## config.mk

```make
export PLATFORM = sky130hd
export DESIGN_NAME = addsub_accum_flat
export DESIGN_NICKNAME = d
export VERILOG_FILES = /design/src/rtl/addsub_accum_pkg.sv /design/src/rtl/addsub_accum_if.sv /design/src/rtl/addsub_sample_sext.sv /design/src/rtl/addsub_accum.sv /design/src/flat_wrapper.sv
export SDC_FILE = /design/constraint.sdc
export NUM_CORES = 1
export LEC_CHECK = 0
export BUFFER_PORTS_ARGS = -buffer_cell sky130_fd_sc_hd__buf_2
export CAP_MARGIN = 20
export CORE_MARGIN = 3
export CORE_UTILIZATION = 50
export DETAILED_ROUTE_END_ITERATION = 16
export GPL_TIMING_DRIVEN = 0
export PLACE_DENSITY = 0.84
export SLEW_MARGIN = 10
export SYNTH_ARGS = -nofsm -noshare
export SYNTH_HDL_FRONTEND = slang
export SYNTH_HIERARCHICAL = 1
export SYNTH_SLANG_ARGS = --single-unit
```

## constraint.sdc

```tcl
create_clock -name i_clk -period 2.4 [get_ports i_clk]
set_input_delay 0.24 -clock i_clk [delete_from_list [all_inputs] [get_ports i_clk]]
set_output_delay 0.24 -clock i_clk [all_outputs]
set_load 0.05 [all_outputs]
```

## src/rtl/addsub_accum_pkg.sv

```systemverilog
// -----------------------------------------------------------------------------
// addsub_accum_pkg
//   Shared types and helpers for the add/subtract result accumulator.
//   - state_t      : run-control FSM states (IDLE, RUN, DONE)
//   - acc_max/min  : saturation bounds of a signed accumulator of width w
// -----------------------------------------------------------------------------
package addsub_accum_pkg;

    typedef enum logic [1:0] {
        IDLE = 2'd0,
        RUN  = 2'd1,
        DONE = 2'd2
    } state_t;

    // Largest value a w-bit two's-complement register can hold.
    function automatic longint acc_max(input int w);
        return (longint'(1) <<< (w - 1)) - longint'(1);
    endfunction

    // Smallest value a w-bit two's-complement register can hold.
    function automatic longint acc_min(input int w);
        return -(longint'(1) <<< (w - 1));
    endfunction

endpackage

```

## src/rtl/addsub_accum_if.sv

```systemverilog
// -----------------------------------------------------------------------------
// addsub_accum_if
//   Sample stream from the add/subtract stage into the accumulator.
//   Signals (named from the accumulator's point of view):
//     i_valid      upstream sample valid
//     o_ready      accumulator takes the sample this cycle
//     i_mode       0 add, 1 subtract
//     i_ovr        overflow flag (borrow when subtracting)
//     i_arith_out  DATA_WD+1 bit result word
//   Modports: master = upstream stage, slave = accumulator.
// -----------------------------------------------------------------------------
interface addsub_accum_if #(
    parameter int DATA_WD = 4
) ();
    logic               i_valid;
    logic               o_ready;
    logic               i_mode;
    logic               i_ovr;
    logic [DATA_WD:0]   i_arith_out;

    modport master (
        output i_valid, i_mode, i_ovr, i_arith_out,
        input  o_ready
    );

    modport slave (
        input  i_valid, i_mode, i_ovr, i_arith_out,
        output o_ready
    );
endinterface

```

## src/rtl/addsub_sample_sext.sv

```systemverilog
// -----------------------------------------------------------------------------
// addsub_sample_sext
//   Combinational conversion of an add/subtract result word to a signed
//   DATA_WD+2 bit sample.
//   Ports:
//     i_mode       0 add, 1 subtract
//     i_ovr        borrow flag in subtract mode
//     i_arith_out  DATA_WD+1 bit result word
//     o_sample     signed DATA_WD+2 bit value
// -----------------------------------------------------------------------------
module addsub_sample_sext #(
    parameter int DATA_WD = 4
) (
    input  logic                      i_mode,
    input  logic                      i_ovr,
    input  logic [DATA_WD:0]          i_arith_out,
    output logic signed [DATA_WD+1:0] o_sample
);

    always_comb begin
        o_sample = '0;
        if (!i_mode) begin
            // Add: the top bit is the carry, so the word is a plain unsigned sum.
            o_sample = {1'b0, i_arith_out};
        end else if (!i_ovr) begin
            o_sample = {2'b00, i_arith_out[DATA_WD-1:0]};
        end else begin
            // Borrow: value is low - 2^DATA_WD, i.e. prefix the low bits with 2'b11.
            o_sample = {2'b11, i_arith_out[DATA_WD-1:0]};
        end
    end

endmodule

```

## src/rtl/addsub_accum.sv

```systemverilog
// -----------------------------------------------------------------------------
// addsub_accum
//   Accumulates a programmed number of add/subtract results into a saturating
//   signed accumulator and counts borrow samples.
//   Ports:
//     i_clk, i_rst   clock, synchronous active-high reset
//     i_start        start a run (sampled in IDLE only)
//     i_len          samples per run, captured with i_start
//     bus            sample stream (slave side of addsub_accum_if)
//     o_acc          signed accumulated sum, held after the run
//     o_ovr_cnt      saturating count of borrow samples this run
//     o_sat          sticky: accumulator clipped this run
//     o_busy         high while in RUN
//     o_done         one-cycle pulse at end of run
//   Optional (ADDSUB_ACCUM_MINMAX_EN):
//     o_min, o_max   min/max converted sample of the current run
// -----------------------------------------------------------------------------
module addsub_accum
    import addsub_accum_pkg::*;
#(
    parameter int DATA_WD = 4,
    parameter int ACC_WD  = 12,
    parameter int CNT_WD  = 8
) (
    input  logic                      i_clk,
    input  logic                      i_rst,
    input  logic                      i_start,
    input  logic [CNT_WD-1:0]         i_len,
    addsub_accum_if.slave             bus,
    output logic signed [ACC_WD-1:0]  o_acc,
    output logic [CNT_WD-1:0]         o_ovr_cnt,
    output logic                      o_sat,
    output logic                      o_busy,
    output logic                      o_done
`ifdef ADDSUB_ACCUM_MINMAX_EN
    ,
    output logic signed [DATA_WD+1:0] o_min,
    output logic signed [DATA_WD+1:0] o_max
`endif
);

    localparam int SMP_W = DATA_WD + 2;
    localparam int SUM_W = ACC_WD + 1;

    localparam logic signed [SUM_W-1:0]  SUM_MAX = SUM_W'(acc_max(ACC_WD));
    localparam logic signed [SUM_W-1:0]  SUM_MIN = SUM_W'(acc_min(ACC_WD));
    localparam logic signed [ACC_WD-1:0] ACC_MAX = ACC_WD'(acc_max(ACC_WD));
    localparam logic signed [ACC_WD-1:0] ACC_MIN = ACC_WD'(acc_min(ACC_WD));

    state_t                   state_q, state_d;
    logic [CNT_WD-1:0]        rem_q;
    logic                     accept;
    logic                     start_go;
    logic signed [SMP_W-1:0]  sample;
    logic signed [SUM_W-1:0]  sum;

    addsub_sample_sext #(.DATA_WD(DATA_WD)) u_sext (
        .i_mode      (bus.i_mode),
        .i_ovr       (bus.i_ovr),
        .i_arith_out (bus.i_arith_out),
        .o_sample    (sample)
    );

    assign bus.o_ready = (state_q == RUN);
    assign accept      = bus.i_valid && bus.o_ready;
    assign start_go    = (state_q == IDLE) && i_start;

    // One guard bit is enough: |sample| is far below the accumulator range.
    assign sum = $signed({o_acc[ACC_WD-1], o_acc})
               + $signed({{(SUM_W-SMP_W){sample[SMP_W-1]}}, sample});

    // ---------------- FSM ----------------
    always_ff @(posedge i_clk) begin
        if (i_rst) state_q <= IDLE;
        else       state_q <= state_d;
    end

    always_comb begin
        state_d = state_q;
        o_busy  = 1'b0;
        o_done  = 1'b0;
        unique case (state_q)
            IDLE: begin
                if (i_start) state_d = (i_len != '0) ? RUN : DONE;
            end
            RUN: begin
                o_busy = 1'b1;
                if (accept && rem_q == CNT_WD'(1)) state_d = DONE;
            end
            DONE: begin
                o_done  = 1'b1;
                state_d = IDLE;
            end
            default: state_d = IDLE;
        endcase
    end

    // ---------------- datapath ----------------
    always_ff @(posedge i_clk) begin
        if (i_rst) begin
            rem_q     <= '0;
            o_acc     <= '0;
            o_ovr_cnt <= '0;
            o_sat     <= 1'b0;
        end else if (start_go) begin
            rem_q     <= i_len;
            o_acc     <= '0;
            o_ovr_cnt <= '0;
            o_sat     <= 1'b0;
        end else if (accept) begin
            rem_q <= rem_q - CNT_WD'(1);
            if (sum > SUM_MAX) begin
                o_acc <= ACC_MAX;
                o_sat <= 1'b1;
            end else if (sum < SUM_MIN) begin
                o_acc <= ACC_MIN;
                o_sat <= 1'b1;
            end else begin
                o_acc <= sum[ACC_WD-1:0];
            end
            if (bus.i_mode && bus.i_ovr && !(&o_ovr_cnt))
                o_ovr_cnt <= o_ovr_cnt + CNT_WD'(1);
        end
    end

`ifdef ADDSUB_ACCUM_MINMAX_EN
    localparam logic signed [SMP_W-1:0] SMP_MAX = {1'b0, {(SMP_W-1){1'b1}}};
    localparam logic signed [SMP_W-1:0] SMP_MIN = {1'b1, {(SMP_W-1){1'b0}}};

    // Sentinels are inverted so the first accepted sample replaces both.
    always_ff @(posedge i_clk) begin
        if (i_rst) begin
            o_min <= '0;
            o_max <= '0;
        end else if (start_go) begin
            o_min <= SMP_MAX;
            o_max <= SMP_MIN;
        end else if (accept) begin
            if (sample < o_min) o_min <= sample;
            if (sample > o_max) o_max <= sample;
        end
    end
`endif

endmodule
```

## src/flat_wrapper.sv

```systemverilog
// flat-port wrapper written by rule: the top's interface ports become plain ports
module addsub_accum_flat import addsub_accum_pkg::*;
#(
    parameter int DATA_WD = 4,
    parameter int ACC_WD  = 12,
    parameter int CNT_WD  = 8
)
  (i_clk, i_rst, i_start, i_len, o_acc, o_ovr_cnt, o_sat, o_busy, o_done, bus_i_valid, bus_i_mode, bus_i_ovr, bus_i_arith_out, bus_o_ready);
  addsub_accum_if #(.DATA_WD(DATA_WD)) bus_i ();
  input  logic i_clk;
  input  logic i_rst;
  input  logic i_start;
  input  logic [CNT_WD-1:0] i_len;
  output logic signed [ACC_WD-1:0] o_acc;
  output logic [CNT_WD-1:0] o_ovr_cnt;
  output logic o_sat;
  output logic o_busy;
  output logic o_done;
  input wire logic [$bits(bus_i.i_valid)-1:0] bus_i_valid;
  input wire logic [$bits(bus_i.i_mode)-1:0] bus_i_mode;
  input wire logic [$bits(bus_i.i_ovr)-1:0] bus_i_ovr;
  input wire logic [$bits(bus_i.i_arith_out)-1:0] bus_i_arith_out;
  output wire logic [$bits(bus_i.o_ready)-1:0] bus_o_ready;
  assign bus_i.i_valid = bus_i_valid;
  assign bus_i.i_mode = bus_i_mode;
  assign bus_i.i_ovr = bus_i_ovr;
  assign bus_i.i_arith_out = bus_i_arith_out;
  assign bus_o_ready = bus_i.o_ready;
  addsub_accum #(.DATA_WD(DATA_WD), .ACC_WD(ACC_WD), .CNT_WD(CNT_WD)) u_core (.i_clk(i_clk), .i_rst(i_rst), .i_start(i_start), .i_len(i_len), .bus(bus_i), .o_acc(o_acc), .o_ovr_cnt(o_ovr_cnt), .o_sat(o_sat), .o_busy(o_busy), .o_done(o_done));
endmodule
```

# Word-level counts from Yosys, hierarchy flattened
# Index checks and enable logic that the tools add are counted.
dict set report op_classes {
  add_sub_neg 3
  multipliers 0
  div_mod_pow 0
  n_lt_le_gt_ge 2
  eq_ne 5
  shift 0
  mux 14
  bitwise 0
  reduce_logical 15
}
# operator count
set op_table {}
lappend op_table {{$mux W12} 2}
lappend op_table {{$mux W8} 2}
lappend op_table {{$add A12 B6 Y13} 1}
lappend op_table {{$gt A13 B12 Y1 const B} 1}
lappend op_table {{$lt A13 B12 Y1 const B} 1}
lappend op_table {{$mux W6} 2}
lappend op_table {{$add A8 B1 Y8 const B} 1}
lappend op_table {{$eq A8 B1 Y1 const B} 1}
lappend op_table {{$reduce_and A8 Y1} 1}
lappend op_table {{$reduce_bool A8 Y1} 1}
lappend op_table {{$sub A8 B1 Y8 const B} 1}
lappend op_table {{$mux W2} 3}
lappend op_table {{$reduce_and A2 Y1} 3}
lappend op_table {{$logic_and A1 B1 Y1} 5}
lappend op_table {{$mux W1} 4}
lappend op_table {{$ne A2 B2 Y1 const B} 2}
lappend op_table {{$pmux W2 S2} 1}
lappend op_table {{$reduce_bool A2 Y1} 2}
lappend op_table {{$eq A2 B1 Y1 const B} 1}
lappend op_table {{$eq A2 B2 Y1 const B} 1}
lappend op_table {{$logic_not A2 Y1} 1}
lappend op_table {{$reduce_or A2 Y1} 1}
lappend op_table {{$logic_not A1 Y1} 1}
dict set report totals {
  ff_bits 31
  latch_bits 0
  ram_bits 0
  rom_bits 0
  inputBits 19
  output_inout_bits 24
  n_memories 0
}

# Logic depth before layout (Yosys ltp)
# Gate-level depths: netlist of the first run.
dict set report depth {
  depth_word 6
  depth_mapped 12
  mapped_depth_nobuf 10
}

# Modules after synthesis
# Netlist of the first run, hierarchy kept.
# module instances cells_per_inst area_each_um2
set by_module_without_submodules {}
lappend by_module_without_submodules {addsub_accum 1 251 2047.0}
lappend by_module_without_submodules {addsub_sample_sext 1 6 52.6}

# Worst setup path before layout of the first run
# Ideal clock, no wire load.
dict set report synth_timing {
  kind {flip-flop to flip-flop}
  from {register u_core.o_acc[0]}
  to {register u_core.o_sat}
  t_arrival_ns 2.613
  t_required_ns 2.285
  path_slack_ns -0.328
  path_stages_with_launch 12
  n_path_buf 1
  path_cell_list {dfxtp_1 -> ha_1 -> inv_1 -> fa_1 -> nand2b_1 -> a21oi_1 -> a41oi_1 -> o21ai_1 -> o31a_1 -> buf_6 -> a21oi_1 -> o21a_1}
}
dict set report synth_between {
  elab_chain_len 4
  elab_cells_between_ends 6
  cone_classes {add/sub: 1; order compare: 2; mux: 1; reduce/logical: 2}
}
# item line_no
set synth_lines {}
lappend synth_lines {{start: declaration} addsub_accum.sv:30} ;# output logic signed [ACC_WD-1:0] o_acc,
lappend synth_lines {{start signal: assignment} addsub_accum.sv:119} ;# o_acc <= sum[ACC_WD-1:0];
lappend synth_lines {{$add A12 B6 Y13 (*)} addsub_accum.sv:70} ;# + $signed({{(SUM_W-SMP_W){sample[SMP_W-1]}}, sample});
lappend synth_lines {{$lt A13 B12 Y1 or $gt A13 B12 Y1 (tied branches)} {addsub_accum.sv:115, addsub_accum.sv:112}}
lappend synth_lines {{$reduce_bool A2 Y1 (no line)} --}
lappend synth_lines {{$reduce_and A2 Y1 (no line)} --}
lappend synth_lines {{end signal: assignment} addsub_accum.sv:109} ;# o_sat <= 1'b0;
lappend synth_lines {{end signal: assignment} addsub_accum.sv:114} ;# o_sat <= 1'b1;
lappend synth_lines {{end signal: assignment} addsub_accum.sv:117} ;# o_sat <= 1'b1;
lappend synth_lines {{end: declaration} addsub_accum.sv:32} ;# output logic o_sat,
# Every way passes the cells marked *; elsewhere a longest branch is shown, timed or not.
# A chain may end at the register's enable or synchronous reset.

# Worst setup path after layout of the first run
# Same ends and word-level chain as after synthesis.

==> report_table.html, run 1 <==
<table>
<tr><th>Metric</th><th>Value</th></tr>
<tr><th colspan="2">Place</th></tr>
<tr><td>Weighted congestion reported at the end of routability-driven placement</td><td>0.918</td></tr>
<tr><td>Number of placed instances with taps included</td><td>343</td></tr>
<tr><td>Instance area at placement</td><td>roughly 2400 um^2</td></tr>
<tr><td>Total half-perimeter wirelength after legalization and detailed placement</td><td>3.80 mm</td></tr>
<tr><td>Setup slack after placement</td><td>-0.280 ns</td></tr>
<tr><td>IO Port Bufs</td><td>38</td></tr>
<tr><th colspan="2">Global route</th></tr>
<tr><td>Vias in the first global route</td><td>roughly 1900</td></tr>
<tr><td>Global-route total usage across every layer</td><td>21.5%</td></tr>
<tr><td>First-pass GRT wire length</td><td>just under 9 mm</td></tr>
<tr><td>Initial antenna violation count</td><td>0</td></tr>
<tr><td>Residual overflow from global routing</td><td>0</td></tr>
<tr><td>Pin count of the biggest net entering global routing</td><td>11</td></tr>
<tr><th colspan="2">Synth</th></tr>
<tr><td>Post-synthesis instance total</td><td>257</td></tr>
<tr><td>Share of flip-flops with an asynchronous set or reset</td><td>0%</td></tr>
<tr><td>Average instance area after synthesis</td><td>roughly 8.2 um^2</td></tr>
<tr><td>FF+latch count, synth</td><td>31</td></tr>
<tr><td>Number of enable-type register cells in the synthesized netlist</td><td>0</td></tr>
<tr><td>Cell area after synthesis</td><td>2100 um^2</td></tr>
<tr><td>Post-Synthesis Net Count</td><td>about 290</td></tr>
<tr><td>Number of library cell types mapped by synthesis</td><td>between 50 and 60</td></tr>
<tr><td>Number of warnings issued by yosys</td><td>6</td></tr>
<tr><td>Top flip-flop cell by instance count after synthesis</td><td>dfxtp_1</td></tr>
<tr><td>Seq/Total Area, Yosys</td><td>29.6%</td></tr>
<tr><th colspan="2">Layout</th></tr>
<tr><td>Net count reported at finish</td><td>343</td></tr>
<tr><td>Layout cells sized above 1</td><td>a little under a third</td></tr>
<tr><td>Register area</td><td>between 600 and 700 um^2</td></tr>
<tr><td>Final cell area excluding filler cells</td><td>2580 um^2</td></tr>
<tr><td>Commonest cells after routing, fill and taps aside</td><td>buf_2 (40), nor2_1 (28), dfxtp_1 (27)</td></tr>
<tr><td>Layout fillers</td><td>approximately 340</td></tr>
<tr><td>Total area of multi-input combinational cells</td><td>1410 um^2</td></tr>
<tr><td>Layout overhead on the synthesized area</td><td>22.8%</td></tr>
<tr><td>Antenna Diode Count</td><td>0</td></tr>
<tr><td>Leading cell type in the layout, fill and taps excluded</td><td>buf_2</td></tr>
<tr><td>Final instance count without filler cells</td><td>357</td></tr>
<tr><th colspan="2">Worst setup path</th></tr>
<tr><td>Required time at the endpoint of the critical path</td><td>~2.6 ns</td></tr>
<tr><td>Class of the most critical setup path</td><td>register to register</td></tr>
<tr><td>Arrival time worst endpoint</td><td>2.51 ns</td></tr>
<tr><td>Critical path startpoint category</td><td>register</td></tr>
<tr><td>Maximum fanout along the worst path</td><td>5</td></tr>
<tr><td>Capturing element type of the critical path</td><td>register</td></tr>
<tr><th colspan="2">Pwr</th></tr>
<tr><td>Clock share of power</td><td>37.1%</td></tr>
<tr><td>Register share of total power</td><td>38.2%</td></tr>
<tr><td>Switching part of the total power</td><td>31.6%</td></tr>
<tr><td>Int Pwr</td><td>1010 uW</td></tr>
<tr><td>Leakage power total</td><td>0.00112 uW</td></tr>
<tr><td>Pwr per Cell Area</td><td>roughly 570 nW/um^2</td></tr>
<tr><td>Part of the total power dissipated in combinational logic</td><td>24.7%</td></tr>
<tr><td>Maximum ir drop on the vdd rail</td><td>276 uV</td></tr>
<tr><td>Net switching power of the design</td><td>468 uW</td></tr>
<tr><th colspan="2">STA</th></tr>
<tr><td>Final worst path period share</td><td>96.9%</td></tr>
<tr><td>Transition time at the pin with the least slew margin</td><td>0.694 ns</td></tr>
<tr><td>Setup violation total in the final timing report</td><td>0</td></tr>
<tr><td>Number of hold-slack violations in the final timing report</td><td>0</td></tr>
<tr><td>Unrepaired setup endpoints after global routing</td><td>true</td></tr>
<tr><td>Final critical-path required period</td><td>2.33 ns</td></tr>
<tr><td>Worst-case headroom to the max-slew limit</td><td>53.5%</td></tr>
<tr><td>Post-layout worst setup margin</td><td>0.0746 ns</td></tr>
<tr><td>Upper clock frequency limit</td><td>430 MHz</td></tr>
<tr><td>Count of pins over their slew limit</td><td>0</td></tr>
<tr><td>Clock tree skew after final layout</td><td>0.00927 ns</td></tr>
<tr><th colspan="2">Clocking</th></tr>
<tr><td>Reg clk slew, reported paths</td><td>~0.07 ns</td></tr>
<tr><td>Number of buffers between clock root and the deepest sink</td><td>2</td></tr>
<tr><td>Insertion delay of the later-clocked pin in the worst-skew pair</td><td>0.29 ns</td></tr>
<tr><td>Number of sinks driven by the clock tree</td><td>31</td></tr>
<tr><td>Clk root buf</td><td>clkbuf_8</td></tr>
<tr><td>H-Tree Level Count</td><td>2</td></tr>
<tr><td>Number of buffers inserted by hold repair at cts</td><td>0</td></tr>
<tr><td>CTS tree</td><td>done</td></tr>
<tr><td>Number of clock buffers inserted by TritonCTS</td><td>5</td></tr>
<tr><th colspan="2">Drt</th></tr>
<tr><td>Drt first-iter violations</td><td>271</td></tr>
<tr><td>Vias per cell</td><td>a little under 6</td></tr>
<tr><td>Antenna-violating nets left</td><td>0</td></tr>
<tr><td>Vias after detailed routing</td><td>2076</td></tr>
<tr><td>Routed length per placed instance</td><td>14.9 um</td></tr>
<tr><td>Residual DRC</td><td>0</td></tr>
<tr><td>First-pass detailed-route iteration total</td><td>5</td></tr>
<tr><td>Total length of routed wires</td><td>about 5.3 mm</td></tr>
<tr><th colspan="2">Floorplan</th></tr>
<tr><td>Area of the die</td><td>~5000 um^2</td></tr>
<tr><td>Floorplan die width</td><td>around 71 um</td></tr>
<tr><td>Vertical die dimension</td><td>between 70 and 80 um</td></tr>
<tr><td>Rows</td><td>22</td></tr>
<tr><td>CORE AREA</td><td>around 3900 um^2</td></tr>
<tr><td>Io pins</td><td>43</td></tr>
<tr><td>Initial cell density of the core</td><td>54.5%</td></tr>
<tr><th colspan="2">Min path</th></tr>
<tr><td>Classification of the worst-slack hold path</td><td>primary input to register</td></tr>
<tr><th colspan="2">Run status</th></tr>
<tr><td>Run status</td><td>finished clean</td></tr>
<tr><th colspan="2">Job</th></tr>
<tr><td>Number of maximum-capacitance constraint violations</td><td>0</td></tr>
</table>
## repair_timing
action / CTS / global route
endpoints found under the setup margin: 11 / 12
resized for setup: 0 / 8
gates cloned: 0 / 1
buffers inserted: 2 / 3
pin swaps: 3 / 5
## power groups by stage
| stage | registers, uW | clock network [uW] | logic, uW |
|---|---|---|---|
| floorplan | 605 | 0 | 235 |
| global placement | 575 | 0 | 340 |
| detailed placement | 576 | 0 | 347 |
| CTS | 564 | 560 | 352 |
| global route | 569 | 584 | 402 |
| finish | 565 | 549 | 364 |
## per-layer routing
metal	GRT usage (%)	vias to the layer above	part of all wire [%]
met5	0	-	0
met4	10.2	0	2.0
met3	4.69	11	5.9
met2	33.1	62	46
met1	28.7	965	46
li1	-	1038	-
## worst paths after layout
kind,cells after the start,from,endpoint,slack [ns]
worst max-delay path,11,u_core/o_acc[0]$_SDFFE_PP0P_,u_core/o_sat$_SDFFE_PP0P_,0.07
worst min register to register,2,u_core/o_acc[11]$_SDFFE_PP0P_,u_core/o_acc[11]$_SDFFE_PP0P_,0.49
worst min-delay path,3,i_len[1],u_core/rem_q[1]$_SDFFE_PP0P_,0.21
worst max register to register,11,u_core/o_acc[0]$_SDFFE_PP0P_,u_core/o_sat$_SDFFE_PP0P_,0.07
## critical path, cell delays in order (launching register included)
cell	delay, ns
dfxtp_4	0.36
ha_4	0.13
inv_1	0.05
fa_2	0.35
nand2b_4	0.17
a21oi_4	0.16
a41oi_2	0.16
o21ai_2	0.21
o31a_1	0.24
buf_6	0.15
a21oi_1	0.06
o21a_1	0.17
## Yosys cell counts (2+ instances only)
cell      number  area share (%)
a211oi_1       4             1.4
a21o_1         3             1.1
a21oi_1       21             5.0
a21oi_2       10             4.2
a221oi_1       4             1.7
a222oi_1       2            0.95
and2_1         2            0.60
and3_1         2            0.60
buf_2          2            0.48
buf_4          6             2.1
buf_6          2             1.1
clkbuf_1       4            0.71
dfxtp_1       31              30
ha_1          15             8.9
inv_1          9             1.6
nand2_1       17             3.0
nand2b_1       5             1.5
nand3_1        7             1.7
nand3b_1       2            0.71
nand4_1        3            0.89
nand4_2        2             1.2
nor2_1        28             5.0
nor2b_1        4             1.2
nor3_1         3            0.71
nor4_1         5             1.5
o21a_1         2            0.71
o21ai_0       23             5.5
o21ai_1        2            0.48
o31a_1         2            0.83
or2_2          2            0.60
or3_1          3            0.89
xnor2_1        4             1.7
xor2_1         5             2.1
## flip-flops by register name, indices dropped and copies added (netlist names)
| signal | flops |
|---|---|
| u_core/o_acc | 12 |
| u_core/o_ovr_cnt | 8 |
| u_core/o_sat | 1 |
| u_core/rem_q | 8 |
| u_core/state_q | 2 |
## layout make-up
cell class | count | area share [%]
Multi-Input combinational cell | 203 | 54.6
Tap cell | 48 | 2.33
Timing Repair Buffer | 44 | 9.13
Clock inverter | 2 | 1.36
Buffer | 14 | 3.59
Inverter | 9 | 1.31
Sequential cell | 31 | 24.5
Clock buffer | 6 | 3.20
## kinds of logic (layout without fill, tap and decap cells)
logic type / after synthesis / count (layout) / synth area share, %
AO/OA/AOI/OAI: 86 / 86 / 27.6
XOR/XNOR: 9 / 9 / 3.75
adder cells (fa/ha/maj): 16 / 16 / 9.89
buffers and inverters: 23 / 75 / 6.02
flip-flops: 31 / 31 / 29.6
multiplexers: 2 / 2 / 1.19
AND/OR/NAND/NOR: 90 / 90 / 22.0
## through the flow
step	total power (uW)	hold slack, ns	TNS (ns)	util, %
2_1_floorplan	840	0.395	0	-
3_3_place_gp	915	0.463	-2.05	61.6
3_5_place_dp	923	0.471	-2.75	61.6
4_1_cts	1480	0.203	0	65.1
5_1_grt	1550	0.227	-0.0591	66.9
6_report	1480	0.205	0	66.9
No activity file was read; power rests on OpenSTA's default activity.
==> run 2, diff against run 1 <==
--- a/config.mk
+++ b/config.mk
@@ -5,13 +5,14 @@
 export SDC_FILE = /design/constraint.sdc
 export NUM_CORES = 1
 export LEC_CHECK = 0
+export ABC_AREA = 1
 export BUFFER_PORTS_ARGS = -buffer_cell sky130_fd_sc_hd__buf_2
 export CAP_MARGIN = 20
 export CORE_MARGIN = 3
 export CORE_UTILIZATION = 50
 export DETAILED_ROUTE_END_ITERATION = 16
 export GPL_TIMING_DRIVEN = 0
-export PLACE_DENSITY = 0.84
+export PLACE_DENSITY = 0.83
 export SLEW_MARGIN = 10
 export SYNTH_ARGS = -nofsm -noshare
 export SYNTH_HDL_FRONTEND = slang
==> report_table.html, run 2 <==
<table>
<tr><th>Metric</th><th>Value</th></tr>
<tr><th colspan="2">Place</th></tr>
<tr><td>Total half-perimeter wirelength after legalization and detailed placement</td><td>3.88 mm (+2.2%)</td></tr>
<tr><td>Weighted congestion reported at the end of routability-driven placement</td><td>0.845 (-7.9%)</td></tr>
<tr><td>Setup slack after placement</td><td>0.132 ns (+0.412 ns)</td></tr>
<tr><td>IO Port Bufs</td><td>38 (unchanged)</td></tr>
<tr><th colspan="2">STA</th></tr>
<tr><td>Post-layout worst setup margin</td><td>0.204 ns (+0.129 ns)</td></tr>
<tr><td>Final worst path period share</td><td>91.5% (-5.4 points)</td></tr>
<tr><td>Worst-case headroom to the max-slew limit</td><td>64.0% (+10 points)</td></tr>
<tr><td>Hold Slack</td><td>0.235 ns (+0.0292 ns)</td></tr>
<tr><td>Upper clock frequency limit</td><td>455 MHz (+5.9%)</td></tr>
<tr><td>Setup violation total in the final timing report</td><td>0 (unchanged)</td></tr>
<tr><td>Unrepaired setup endpoints after global routing</td><td>false</td></tr>
<tr><td>Clock tree skew after final layout</td><td>0.00888 ns (-0.000391 ns)</td></tr>
<tr><td>Final TNS setup</td><td>0 ns (unchanged)</td></tr>
<tr><td>Count of pins over their slew limit</td><td>0 (unchanged)</td></tr>
<tr><td>Transition time at the pin with the least slew margin</td><td>0.538 ns (-0.156 ns)</td></tr>
<tr><td>Number of hold-slack violations in the final timing report</td><td>0 (unchanged)</td></tr>
<tr><td>Final critical-path required period</td><td>2.20 ns (-0.129 ns)</td></tr>
<tr><th colspan="2">Drt</th></tr>
<tr><td>Residual DRC</td><td>0 (unchanged)</td></tr>
<tr><td>Drt first-iter violations</td><td>178 (-34%)</td></tr>
<tr><td>Total length of routed wires</td><td>5.11 mm (-4.1%)</td></tr>
<tr><td>Vias per cell</td><td>5.09 (-12%)</td></tr>
<tr><td>Vias after detailed routing</td><td>2201 (+6.0%)</td></tr>
<tr><td>Antenna-violating nets left</td><td>0 (unchanged)</td></tr>
<tr><td>First-pass detailed-route iteration total</td><td>4 (-1)</td></tr>
<tr><td>Routed length per placed instance</td><td>11.8 um (-21%)</td></tr>
<tr><th colspan="2">Worst setup path</th></tr>
<tr><td>Maximum fanout along the worst path</td><td>10 (+5)</td></tr>
<tr><td>Buffers &amp; Inverters on Critical Path</td><td>2 (unchanged)</td></tr>
<tr><td>Required time at the endpoint of the critical path</td><td>2.62 ns (+0.04 ns)</td></tr>
<tr><td>Series of cell instances along the critical path</td><td>ha_1 &gt; inv_1 &gt; fa_1 &gt; nand3b_1 &gt; nand2_2 &gt; nand2_1 &gt; nand2_2 &gt; nand2_1 &gt; nand2_1 &gt; nand2_1 &gt; nand2_2 &gt; buf_6 &gt; nand2_1 &gt; a21oi_2</td></tr>
<tr><td>Kind of cell with the highest combined delay on the critical path</td><td>simple AND/OR/NAND/NOR gates</td></tr>
<tr><td>Capturing element type of the critical path</td><td>register</td></tr>
<tr><td>Biggest cell delay along the critical path</td><td>0.41 ns (+0.05 ns)</td></tr>
<tr><td>Critical path startpoint category</td><td>register</td></tr>
<tr><td>Most common cell on crit path</td><td>nand2_1</td></tr>
<tr><td>Arrival time worst endpoint</td><td>2.41 ns (-0.10 ns)</td></tr>
<tr><td>Class of the most critical setup path</td><td>register to register</td></tr>
<tr><td>Cell with the biggest individual delay on the critical path</td><td>fa_1</td></tr>
<tr><th colspan="2">Clocking</th></tr>
<tr><td>H-Tree Level Count</td><td>2 (unchanged)</td></tr>
<tr><td>Clk root buf</td><td>clkbuf_8</td></tr>
<tr><td>Number of buffers between clock root and the deepest sink</td><td>2 (unchanged)</td></tr>
<tr><td>Insertion delay of the later-clocked pin in the worst-skew pair</td><td>0.29 ns (about the same)</td></tr>
<tr><td>Number of buffers inserted by hold repair at cts</td><td>0 (unchanged)</td></tr>
<tr><td>Number of sinks driven by the clock tree</td><td>31 (unchanged)</td></tr>
<tr><td>CTS tree</td><td>done</td></tr>
<tr><td>Number of clock buffers inserted by TritonCTS</td><td>5 (unchanged)</td></tr>
<tr><td>Reg clk slew, reported paths</td><td>0.07 ns (about the same)</td></tr>
<tr><th colspan="2">Layout</th></tr>
<tr><td>Antenna Diode Count</td><td>0 (unchanged)</td></tr>
<tr><td>Layout fillers</td><td>412 (+22%)</td></tr>
<tr><td>Core occupancy in the finished layout</td><td>61.7% (-5.2 points)</td></tr>
<tr><td>Register area</td><td>621 um^2 (-1.6%)</td></tr>
<tr><td>Largest register FFs</td><td>12 (unchanged)</td></tr>
<tr><td>Largest registers in the final layout</td><td>u_core/o_acc (12), u_core/o_ovr_cnt (8), u_core/rem_q (8)</td></tr>
<tr><td>Commonest cells after routing, fill and taps aside</td><td>nand2_1 (104), inv_1 (45), buf_2 (39)</td></tr>
<tr><td>Net count reported at finish</td><td>417 (+22%)</td></tr>
<tr><td>Leading cell type in the layout, fill and taps excluded</td><td>nand2_1</td></tr>
<tr><td>Total area of multi-input combinational cells</td><td>1340 um^2 (-4.8%)</td></tr>
<tr><td>Layout overhead on the synthesized area</td><td>15.5%</td></tr>
<tr><td>Most flop-heavy register</td><td>u_core/o_acc</td></tr>
<tr><td>Layout cells sized above 1</td><td>18.6% (-12 points)</td></tr>
<tr><th colspan="2">Job</th></tr>
<tr><td>Number of maximum-capacitance constraint violations</td><td>0 (unchanged)</td></tr>
<tr><th colspan="2">Min path</th></tr>
<tr><td>Classification of the worst-slack hold path</td><td>primary input to register</td></tr>
<tr><th colspan="2">Synth</th></tr>
<tr><td>Number of library cell types mapped by synthesis</td><td>33 (-39%)</td></tr>
<tr><td>Post-synthesis instance total</td><td>337 (+31%)</td></tr>
<tr><td>Most frequent cell after synthesis</td><td>nand2_1</td></tr>
<tr><td>Average instance area after synthesis</td><td>6.57 um^2 (-20%)</td></tr>
<tr><td>Most numerous cell types in the synthesized netlist</td><td>nand2_1 (105), inv_1 (45), dfxtp_1 (31), a21oi_1 (28), nor2_1 (19)</td></tr>
<tr><td>Share of Yosys cell area claimed by the top area cell type</td><td>28.0% (-1.5 points)</td></tr>
<tr><td>Share of flip-flops with an asynchronous set or reset</td><td>0% (unchanged)</td></tr>
<tr><td>Number of enable-type register cells in the synthesized netlist</td><td>0 (unchanged)</td></tr>
<tr><td>Post-Synthesis Net Count</td><td>372 (+27%)</td></tr>
<tr><td>Number of warnings issued by yosys</td><td>6 (unchanged)</td></tr>
<tr><td>Seq/Total Area, Yosys</td><td>28.0% (-1.5 points)</td></tr>
<tr><td>Cell area after synthesis</td><td>2210 um^2 (+5.5%)</td></tr>
<tr><td>Top flip-flop cell by instance count after synthesis</td><td>dfxtp_1</td></tr>
<tr><td>Largest area contributor in the netlist</td><td>dfxtp_1</td></tr>
<tr><td>FF+latch count, synth</td><td>31 (unchanged)</td></tr>
<tr><td>Top post-synthesis cells by area</td><td>dfxtp_1 (28%), nand2_1 (18%), ha_1 (8.5%)</td></tr>
<tr><th colspan="2">Global route</th></tr>
<tr><td>Initial antenna violation count</td><td>0 (unchanged)</td></tr>
<tr><td>First-pass GRT wire length</td><td>8.81 mm (+1.2%)</td></tr>
<tr><td>Met3 Use GR</td><td>3.88% (-0.81 points)</td></tr>
<tr><td>Global-route total usage across every layer</td><td>20.9% (-0.62 points)</td></tr>
<tr><td>Residual overflow from global routing</td><td>0 (unchanged)</td></tr>
<tr><td>Met2 capacity usage during global routing</td><td>36.1% (+3.0 points)</td></tr>
<tr><td>Pin count of the biggest net entering global routing</td><td>11 (unchanged)</td></tr>
<tr><td>Global route hottest layer</td><td>met2</td></tr>
<tr><td>Vias in the first global route</td><td>2054 (+6.8%)</td></tr>
<tr><td>GR Layer Usage met1</td><td>25.3% (-3.4 points)</td></tr>
<tr><th colspan="2">Pwr</th></tr>
<tr><td>Leakage power total</td><td>0.00130 uW (+15%)</td></tr>
<tr><td>Int Pwr</td><td>907 uW (-10%)</td></tr>
<tr><td>Clock share of power</td><td>30.5% (-6.6 points)</td></tr>
<tr><td>Part of the total power dissipated in combinational logic</td><td>28.1% (+3.4 points)</td></tr>
<tr><td>Pwr per Cell Area</td><td>538 nW/um^2 (-6.3%)</td></tr>
<tr><td>Net switching power of the design</td><td>468 uW (about the same)</td></tr>
<tr><td>Total power after layout</td><td>1370 uW (-7.0%)</td></tr>
<tr><td>Maximum ir drop on the vdd rail</td><td>336 uV (+21%)</td></tr>
<tr><td>Switching part of the total power</td><td>34.0% (+2.4 points)</td></tr>
<tr><td>Register share of total power</td><td>41.4% (+3.2 points)</td></tr>
<tr><th colspan="2">Floorplan</th></tr>
<tr><td>Initial cell density of the core</td><td>53.4% (-1.0 points)</td></tr>
<tr><td>Io pins</td><td>43 (unchanged)</td></tr>
<tr><td>Rows</td><td>23 (+4.5%)</td></tr>
<tr><td>Vertical die dimension</td><td>72.6 um (+2.5%)</td></tr>
<tr><td>Area of the die</td><td>5260 um^2 (+5.0%)</td></tr>
<tr><td>CORE AREA</td><td>4140 um^2 (+7.5%)</td></tr>
<tr><td>Floorplan die width</td><td>72.6 um (+2.5%)</td></tr>
<tr><th colspan="2">Run status</th></tr>
<tr><td>Run status</td><td>finished clean</td></tr>
</table>
[run 2: changes by cell type after synthesis, moves of 7 or more]
| cell | before | now |
|---|---|---|
| nand2_1 | 17 | 105 |
| inv_1 | 9 | 45 |
| nand3_1 | 7 | 16 |
| nor2_1 | 28 | 19 |
| o21ai_0 | 23 | 15 |
| a21oi_1 | 21 | 28 |
| a21oi_2 | 10 | 3 |
[run 2: power by group through the flow]
| stage | registers (uW) | logic [uW] | clock network [uW] |
|---|---|---|---|
| 3_5_place_dp | 580 | 383 | 0 |
| 4_1_cts | 569 | 385 | 430 |
| 5_1_grt | 574 | 432 | 447 |
| 3_3_place_gp | 579 | 374 | 0 |
| 6_report | 569 | 386 | 419 |
| 2_1_floorplan | 613 | 265 | 0 |
[run 2: what timing repair did]
action | CTS | global route
endpoints found under the hold margin | 0 | 0
endpoints found under the setup margin | 0 | 2
setup buffers | 0 | 0
gates resized for setup | 0 | 1
[run 2: area by class of cell]
type	instances	area share (%)
Clock inverter	1	0.196
Timing Repair Buffer	38	7.44
Sequential cell	31	24.3
Buffer	11	3.03
Clock buffer	6	3.23
Inverter	47	7.00
Tap cell	50	2.45
Multi-Input combinational cell	248	52.4
[run 2: path summary, 6_finish.rpt]
kind	startpoint	depth (start not counted)	endpoint	slack, ns
hold / removal	i_len[5]	3	u_core/rem_q[5]$_SDFFE_PP0P_	0.23
setup / recovery	u_core/o_acc[0]$_SDFFE_PP0P_	14	u_core/o_acc[7]$_SDFFE_PP0P_	0.20
hold reg to reg	u_core/o_sat$_SDFFE_PP0P_	2	u_core/o_sat$_SDFFE_PP0P_	0.46
setup reg to reg	u_core/o_acc[0]$_SDFFE_PP0P_	14	u_core/o_acc[7]$_SDFFE_PP0P_	0.20
[run 2: routing by layer]
layer | share of wire (%) | routed length, um
met3 | 5.0 | 253
met1 | 45 | 2280
met2 | 48 | 2470
met4 | 2.0 | 102
met5 | 0 | 0
[run 2: logic make-up after synthesis]
family	count (synthesis)	share of synthesized area, %
buffers and inverters	58	11.6
AOI/OAI and AO/OA	57	14.3
DFF	31	28.0
xor gates and xnor gates	15	5.93
adders and majority gates	16	9.38
and+or+nand+nor	160	30.8
[run 2: worst reg2reg max path: stages, from the launching register on]
cell and delay (ns):
dfxtp_1 0.34, ha_1 0.21, inv_1 0.07, fa_1 0.41, nand3b_1 0.19, nand2_2 0.12, nand2_1 0.07, nand2_2 0.09
nand2_1 0.05, nand2_1 0.05, nand2_1 0.07, nand2_2 0.10, buf_6 0.15, nand2_1 0.08, a21oi_2 0.12
[run 2: stage by stage]
| step | cell area (um^2) | cells |
|---|---|---|
| 4_1_cts | 2550 | 432 |
| 3_5_place_dp | 2470 | 425 |
| 5_1_grt | 2560 | 432 |
| 3_3_place_gp | 2470 | 425 |
| 6_report | 2560 | 432 |
| 2_1_floorplan | 2210 | 337 |
